<file path="config.mk">
export PLATFORM = sky130hd
export DESIGN_NAME = ad9361_ctrl_out_monitor
export DESIGN_NICKNAME = d
export VERILOG_FILES = /design/src/rtl/ad9361_ctrl_out_monitor.sv
export SDC_FILE = /design/constraint.sdc
export NUM_CORES = 1
export LEC_CHECK = 0
export ABC_AREA = 1
export CAP_MARGIN = 10
export CORE_MARGIN = 4
export CORE_UTILIZATION = 35
export DETAILED_ROUTE_END_ITERATION = 10
export MAX_ROUTING_LAYER = met4
export PLACE_DENSITY_LB_ADDON = 0.1
export SLEW_MARGIN = 40
export SYNTH_ARGS = -nofsm -noshare
export SYNTH_HDL_FRONTEND = slang
export SYNTH_SLANG_ARGS = --single-unit
</file>
<file path="constraint.sdc">
create_clock -name clk -period 5.2 [get_ports clk]
set_input_delay 0.52 -clock clk [delete_from_list [all_inputs] [get_ports clk]]
set_output_delay 0.52 -clock clk [all_outputs]
set_load 0.05 [all_outputs]
</file>
<file path="src/rtl/ad9361_ctrl_out_monitor.sv">
// AD9361 CTRL_OUT monitor: synchronizes and glitch-filters the status pins,
// then queues timestamped masked-edge events in a FWFT FIFO with overflow tracking.
module ad9361_ctrl_out_monitor #(
  parameter int WIDTH       = 8,
  parameter int FILT_CYCLES = 4,
  parameter int TS_WIDTH    = 24,
  parameter int FIFO_DEPTH  = 16
) (
  input  logic                        clk,
  input  logic                        resetn,
  input  logic [WIDTH-1:0]            status_in,
  input  logic [WIDTH-1:0]            rise_mask,
  input  logic [WIDTH-1:0]            fall_mask,
  output logic [WIDTH-1:0]            status_filt,
  output logic                        evt_valid,
  input  logic                        evt_ready,
  output logic [TS_WIDTH+2*WIDTH-1:0] evt_data,
  output logic                        evt_overflow,
  input  logic                        overflow_clr,
  output logic [7:0]                  drop_count,
  output logic                        irq
);

  localparam int DW = TS_WIDTH + 2 * WIDTH;
  localparam int AW = $clog2(FIFO_DEPTH);
  localparam logic [7:0] FILT_LAST = 8'(FILT_CYCLES - 1);

  logic [WIDTH-1:0]    sync_a;
  logic [WIDTH-1:0]    sync_s;
  logic [WIDTH-1:0]    filt_prev;
  logic [7:0]          cnt [WIDTH];
  logic [TS_WIDTH-1:0] ts;
  logic [WIDTH-1:0]    rise;
  logic [WIDTH-1:0]    fall;
  logic [WIDTH-1:0]    changed;
  logic [DW-1:0]       mem [FIFO_DEPTH];
  logic [AW:0]         wr_ptr;
  logic [AW:0]         rd_ptr;
  logic                fifo_full;
  logic                wr_req;
  logic                pop;
  logic                wr_en;
  logic                drop;

  always_ff @(posedge clk or negedge resetn) begin
    if (!resetn) begin
      sync_a <= '0;
      sync_s <= '0;
    end else begin
      sync_a <= status_in;
      sync_s <= sync_a;
    end
  end

  // A bit only flips once the synchronized level has disagreed for FILT_CYCLES samples.
  always_ff @(posedge clk or negedge resetn) begin
    if (!resetn) begin
      status_filt <= '0;
      for (int i = 0; i < WIDTH; i++) cnt[i] <= '0;
    end else begin
      for (int i = 0; i < WIDTH; i++) begin
        if (sync_s[i] == status_filt[i]) begin
          cnt[i] <= '0;
        end else if (cnt[i] == FILT_LAST) begin
          status_filt[i] <= sync_s[i];
          cnt[i]         <= '0;
        end else begin
          cnt[i] <= cnt[i] + 8'd1;
        end
      end
    end
  end

  always_ff @(posedge clk or negedge resetn) begin
    if (!resetn) begin
      ts        <= '0;
      filt_prev <= '0;
    end else begin
      ts        <= ts + TS_WIDTH'(1);
      filt_prev <= status_filt;
    end
  end

  assign rise      = status_filt & ~filt_prev & rise_mask;
  assign fall      = ~status_filt & filt_prev & fall_mask;
  assign changed   = rise | fall;
  assign wr_req    = |changed;
  assign evt_valid = (wr_ptr != rd_ptr);
  assign fifo_full = (wr_ptr[AW] != rd_ptr[AW]) && (wr_ptr[AW-1:0] == rd_ptr[AW-1:0]);
  assign pop       = evt_valid & evt_ready;
  // A pop on the same edge frees the head slot, so a full FIFO can still accept.
  assign wr_en     = wr_req & (~fifo_full | pop);
  assign drop      = wr_req & fifo_full & ~pop;
  assign irq       = evt_valid;
  assign evt_data  = evt_valid ? mem[rd_ptr[AW-1:0]] : '0;

  // ts still holds the value from the cycle in which status_filt changed.
  always_ff @(posedge clk) begin
    if (wr_en) mem[wr_ptr[AW-1:0]] <= {ts, status_filt, changed};
  end

  always_ff @(posedge clk or negedge resetn) begin
    if (!resetn) begin
      wr_ptr <= '0;
      rd_ptr <= '0;
    end else begin
      if (wr_en) wr_ptr <= wr_ptr + (AW+1)'(1);
      if (pop)   rd_ptr <= rd_ptr + (AW+1)'(1);
    end
  end

  // A drop on the same cycle as a clear leaves the drop recorded.
  always_ff @(posedge clk or negedge resetn) begin
    if (!resetn) begin
      evt_overflow <= 1'b0;
      drop_count   <= '0;
    end else if (drop) begin
      evt_overflow <= 1'b1;
      if (overflow_clr)               drop_count <= 8'd1;
      else if (drop_count != 8'hFF)   drop_count <= drop_count + 8'd1;
    end else if (overflow_clr) begin
      evt_overflow <= 1'b0;
      drop_count   <= '0;
    end
  end

endmodule
</file>
==> run summary <==
Yosys mapped the design onto 38 distinct sky130hd cell types. The cell sitting at the root of the clock tree is a sky130_fd_sc_hd__clkbuf_16. The run gives 0.590 ns as the final worst-path setup slack. The logs give 20343 for the via count of the first global-routing pass and 0 for the number of hold-slack violations in the final timing report. The clock skew after layout was 0.0243 ns; the time the worst path needs with I/O delays and setup was 4.61 ns. In this design, the critical path's most frequently occurring cell is sky130_fd_sc_hd__nor2_1. The flow ran to the end, and the final reports show no timing, DRC or antenna violations. The met1 track utilization from global routing was 0.233. Once the clock tree was built, the setup fixing pass inserted 0 buffers. The tools report the data required time of the critical path as 4.68 ns. The floorplan has 110 rows.

Number of failing setup endpoints in the final timing report: 0. The vias per cell came out at 5.09. For the aggregate global routing overflow, the log shows 0.

The number of enable-type register cells in the synthesized netlist was 640. The worst-case reg-to-reg path depth is 10. For the final routed database, the setup TNS stands at 0 ns.

The launching point of the worst reg2reg path is rd_ptr[0]. At the pin with the least slew margin, the transition time is 0.861 ns. The floorplan die width is 309 um, and the global routing met2 resource utilization is 0.301. The clock reaches the later pin of the worst-skew pair after 0.64 ns. The logs give 0.715 for the proportion of synthesized chip area in sequential cells and 0 for the final routed DRC violation total. The largest net degree at the start of global routing is 216. The tools report the register-to-register setup slack as 1.70 ns.

The number of nets in the synthesized netlist is 2647. The total wire length came out at 83.3 mm. The critical path ends at evt_data[18].

The run gives 31800 um2 as the netlist area before placement. STA classifies the critical path startpoint as a register. The die height is 309 um, and the pre-CTS setup slack is 1.19 ns. In this run the most used layer during global routing was met2. The analysis attributes to cell leakage a power of 13.1 nW.

Synthesis inferred 779 register bits. The total of cells resized after clock tree synthesis is 0. The worst hold slack across all endpoints is 0.318 ns, and the filler cell count is 8435.

Startpoint of the worst setup timing path: rd_ptr[0]. The Yosys step of the flow raised 0 warnings. The flip-flop cell with the highest count after synthesis was sky130_fd_sc_hd__edfxtp_1. For the sequential cell area, the log shows 22700 um2.

Traced cell by cell, the critical path runs through inv_8 -> buf_4 -> nor2_1 -> nor2_1 -> o21ai_0 -> o211ai_1 -> nand3_1 -> a21boi_1 -> clkdlybuf4s50_1. After detailed routing, the average wire length per cell comes to 21.1 um. The effective utilization at floorplan came out at 0.353.

The wire length of the first global-routing pass was 127 mm. 87 I/O pins were placed. The wire-length estimate of the detail-placed layout is 43.5 mm.

The run gives 0.0256 as the met3 track utilization from global routing. Summing all multi-input logic gate instances after layout gives 7980 um2. Clock sink total: 779. The type of the setup path with the least slack was register to output port. The tools report the peak supply drop as 506 uV.

TritonCTS built the clock tree. Master of the slowest instance on the critical path: sky130_fd_sc_hd__clkdlybuf4s50_1. In this run, CTS created clock tree buffers numbering 88. Overall routing resource usage: 0.180.

Starting DRC count in detailed routing: 1633. The via count was 20041. The number of maximum-capacitance violations was 0.

The number of nets with antenna violations after routing is 0, and the fmax is 217 MHz. Worst max-slew margin expressed relative to the limit: 0.426. The tools report the capturing point of the worst reg2reg path as mem[4][24]. The maximum fanout count along the critical path works out to 56.

Setup repair after global routing left no endpoint under its margin. In this design, the stage delay of the slowest critical-path cell is 0.87 ns. The min-delay analysis places its worst path in the category primary input to register.

The worst setup path is captured at an output port. For the area of the core, the log shows 90000 um2. Share of post-route cells with drive strength above 1: 0.0814.

In this run the number of cells on the critical path is 9. The tools report the start point of the worst min-delay path as status_in[6]. The data arrival time of the worst path was 4.09 ns. The routability congestion estimate is 0.768. The run gives 0 as the number of antenna violations at the first check in global routing.

The number of buffers and inverters on the critical path is 3. The power density over the cells works out to 654 nW/um2. The run gives 2604 as the synthesized instance count. Clock-pin slew was measured on the worst setup and hold paths at 0.06 ns. The number of detailed-routing iterations run before antenna repair was 7. The die covers 95600 um2. The repair_antennas step left the layout with diodes totalling 0. Area overhead of the layout relative to synthesis: 16.6%. In this design, the largest share of critical-path delay is due to buffers and inverters. The deepest level of the CTS H-tree is 3.

For this run, the post-layout net count is 2732. The final clock period utilization by the worst path was 0.887; the maximum clock path buffer count was 3. The average cell area after synthesis is 12.2 um2.

The count of port buffers added during placement works out to 86. The total count of max-transition violations in the final report was 0. The share of synthesized registers carrying an async set or reset works out to 0.178.
-- what timing repair did --
item / 4_1_cts / 5_1_grt
hold buffers: 1 / 0
hold endpoints to repair: 85 / 0
endpoints found under the setup margin: 0 / 0
-- registers in the layout (all words and copies together), names as in the netlist --
| signal | flops |
|---|---|
| ts | 24 |
| rd_ptr | 5 |
| cnt | 64 |
| evt_overflow | 1 |
| drop_count | 8 |
| sync_a | 8 |
| mem | 640 |
| filt_prev | 8 |
| sync_s | 8 |
| status_filt | 8 |
| wr_ptr | 5 |
-- layer usage --
layer | wire length [um] | share of wire
met4 | 2000 | 0.024
met5 | 0 | 0
met1 | 37200 | 0.45
met3 | 3490 | 0.042
met2 | 40600 | 0.49
-- metrics by stage --
stage / utilization / cells / cell area, um2 / total power (W)
6_report: 0.411 / 3939 / 37000 / 0.0242
5_1_grt: 0.411 / 3939 / 37000 / 0.0256
4_1_cts: 0.411 / 3937 / 37000 / 0.0246
3_5_place_dp: 0.378 / 3772 / 34000 / 0.0183
3_3_place_gp: 0.378 / 3771 / 34000 / 0.0182
2_1_floorplan: - / 2604 / 31800 / 0.0148
-- Yosys cell counts, drive strengths merged (2+ instances only) --
master,instances,area (um2)
nand3b,7,56.3
nand3,133,678
nor4,7,43.8
clkbuf,81,304
a21boi,40,300
nor2,525,2000
nor3,21,105
o211ai,160,1200
xnor2,29,254
xor2,33,289
edfxtp,640,19200
a21oi,59,307
dfrtp,139,3480
o21ai,336,1690
and3,3,18.8
inv,136,513
nand4,16,100
buf,60,377
nand2,160,613
ha,15,188
a31oi,2,12.5
-- area by class of cell --
type                       instances  area share
tap                             1176      0.0397
sequential                       779       0.613
clock inverter                    37      0.0116
clock buffer                     127      0.0670
inverter                         136      0.0140
timing repair buffer             136      0.0385
multi-input combinational       1548       0.216
-- cell families (layout without fill, tap and decap cells) --
group	Yosys count	in the layout	share of synthesized area
AO/OA/AOI/OAI	598	598	0.111
XOR/XNOR	62	62	0.0171
adder cells (fa/ha/maj)	15	15	0.00591
buffers and inverters	277	436	0.0376
flip-flops	779	779	0.715
AND/OR/NAND/NOR	873	873	0.114
-- worst min-delay path by stage --
stage / depth (start not counted) / endpoint / slack, ns
after CTS: 1 / sync_a[6] / 0.28
after floorplan: 0 / cnt[0] / 0.22
after global routing: 1 / sync_a[6] / 0.29
final: 1 / sync_a[6] / 0.32
after global placement: 0 / sync_s[2] / 0.33
after detailed placement: 0 / sync_s[6] / 0.34
-- power by group --
group / switching, W / leakage (nW) / total (W) / internal (W)
Sequential: 0.000651 / 7.61 / 0.00906 / 0.00841
Clock: 0.00250 / 1.42 / 0.00623 / 0.00373
Combinational: 0.00646 / 4.08 / 0.00892 / 0.00245
Total: 0.00961 / 13.1 / 0.0242 / 0.0146
-- layout by cell type (no fill, tap or decap), types with 6 or more instances in the layout --
cell type                           n
sky130_fd_sc_hd__clkbuf_1          29
sky130_fd_sc_hd__clkinv_2          13
sky130_fd_sc_hd__a21boi_1          40
sky130_fd_sc_hd__nor4_1             7
sky130_fd_sc_hd__nand3b_1           6
sky130_fd_sc_hd__dfrtp_1          134
sky130_fd_sc_hd__clkdlybuf4s50_1   69
sky130_fd_sc_hd__ha_1              15
sky130_fd_sc_hd__buf_12            13
sky130_fd_sc_hd__o21ai_0          333
sky130_fd_sc_hd__xnor2_1           29
sky130_fd_sc_hd__edfxtp_1         640
sky130_fd_sc_hd__nand4_1           16
sky130_fd_sc_hd__clkbuf_16         91
sky130_fd_sc_hd__clkinv_1          11
sky130_fd_sc_hd__xor2_1            33
sky130_fd_sc_hd__nor2_4            17
sky130_fd_sc_hd__buf_4             49
sky130_fd_sc_hd__nor3_1            21
sky130_fd_sc_hd__nand2_1          157
sky130_fd_sc_hd__a21oi_1           58
sky130_fd_sc_hd__inv_1            133
sky130_fd_sc_hd__o211ai_1         160
sky130_fd_sc_hd__nand3_1          132
sky130_fd_sc_hd__bufinv_16          8
sky130_fd_sc_hd__clkbuf_8           7
sky130_fd_sc_hd__nor2_1           506
Note: power is estimated with default switching activity, not from simulation.
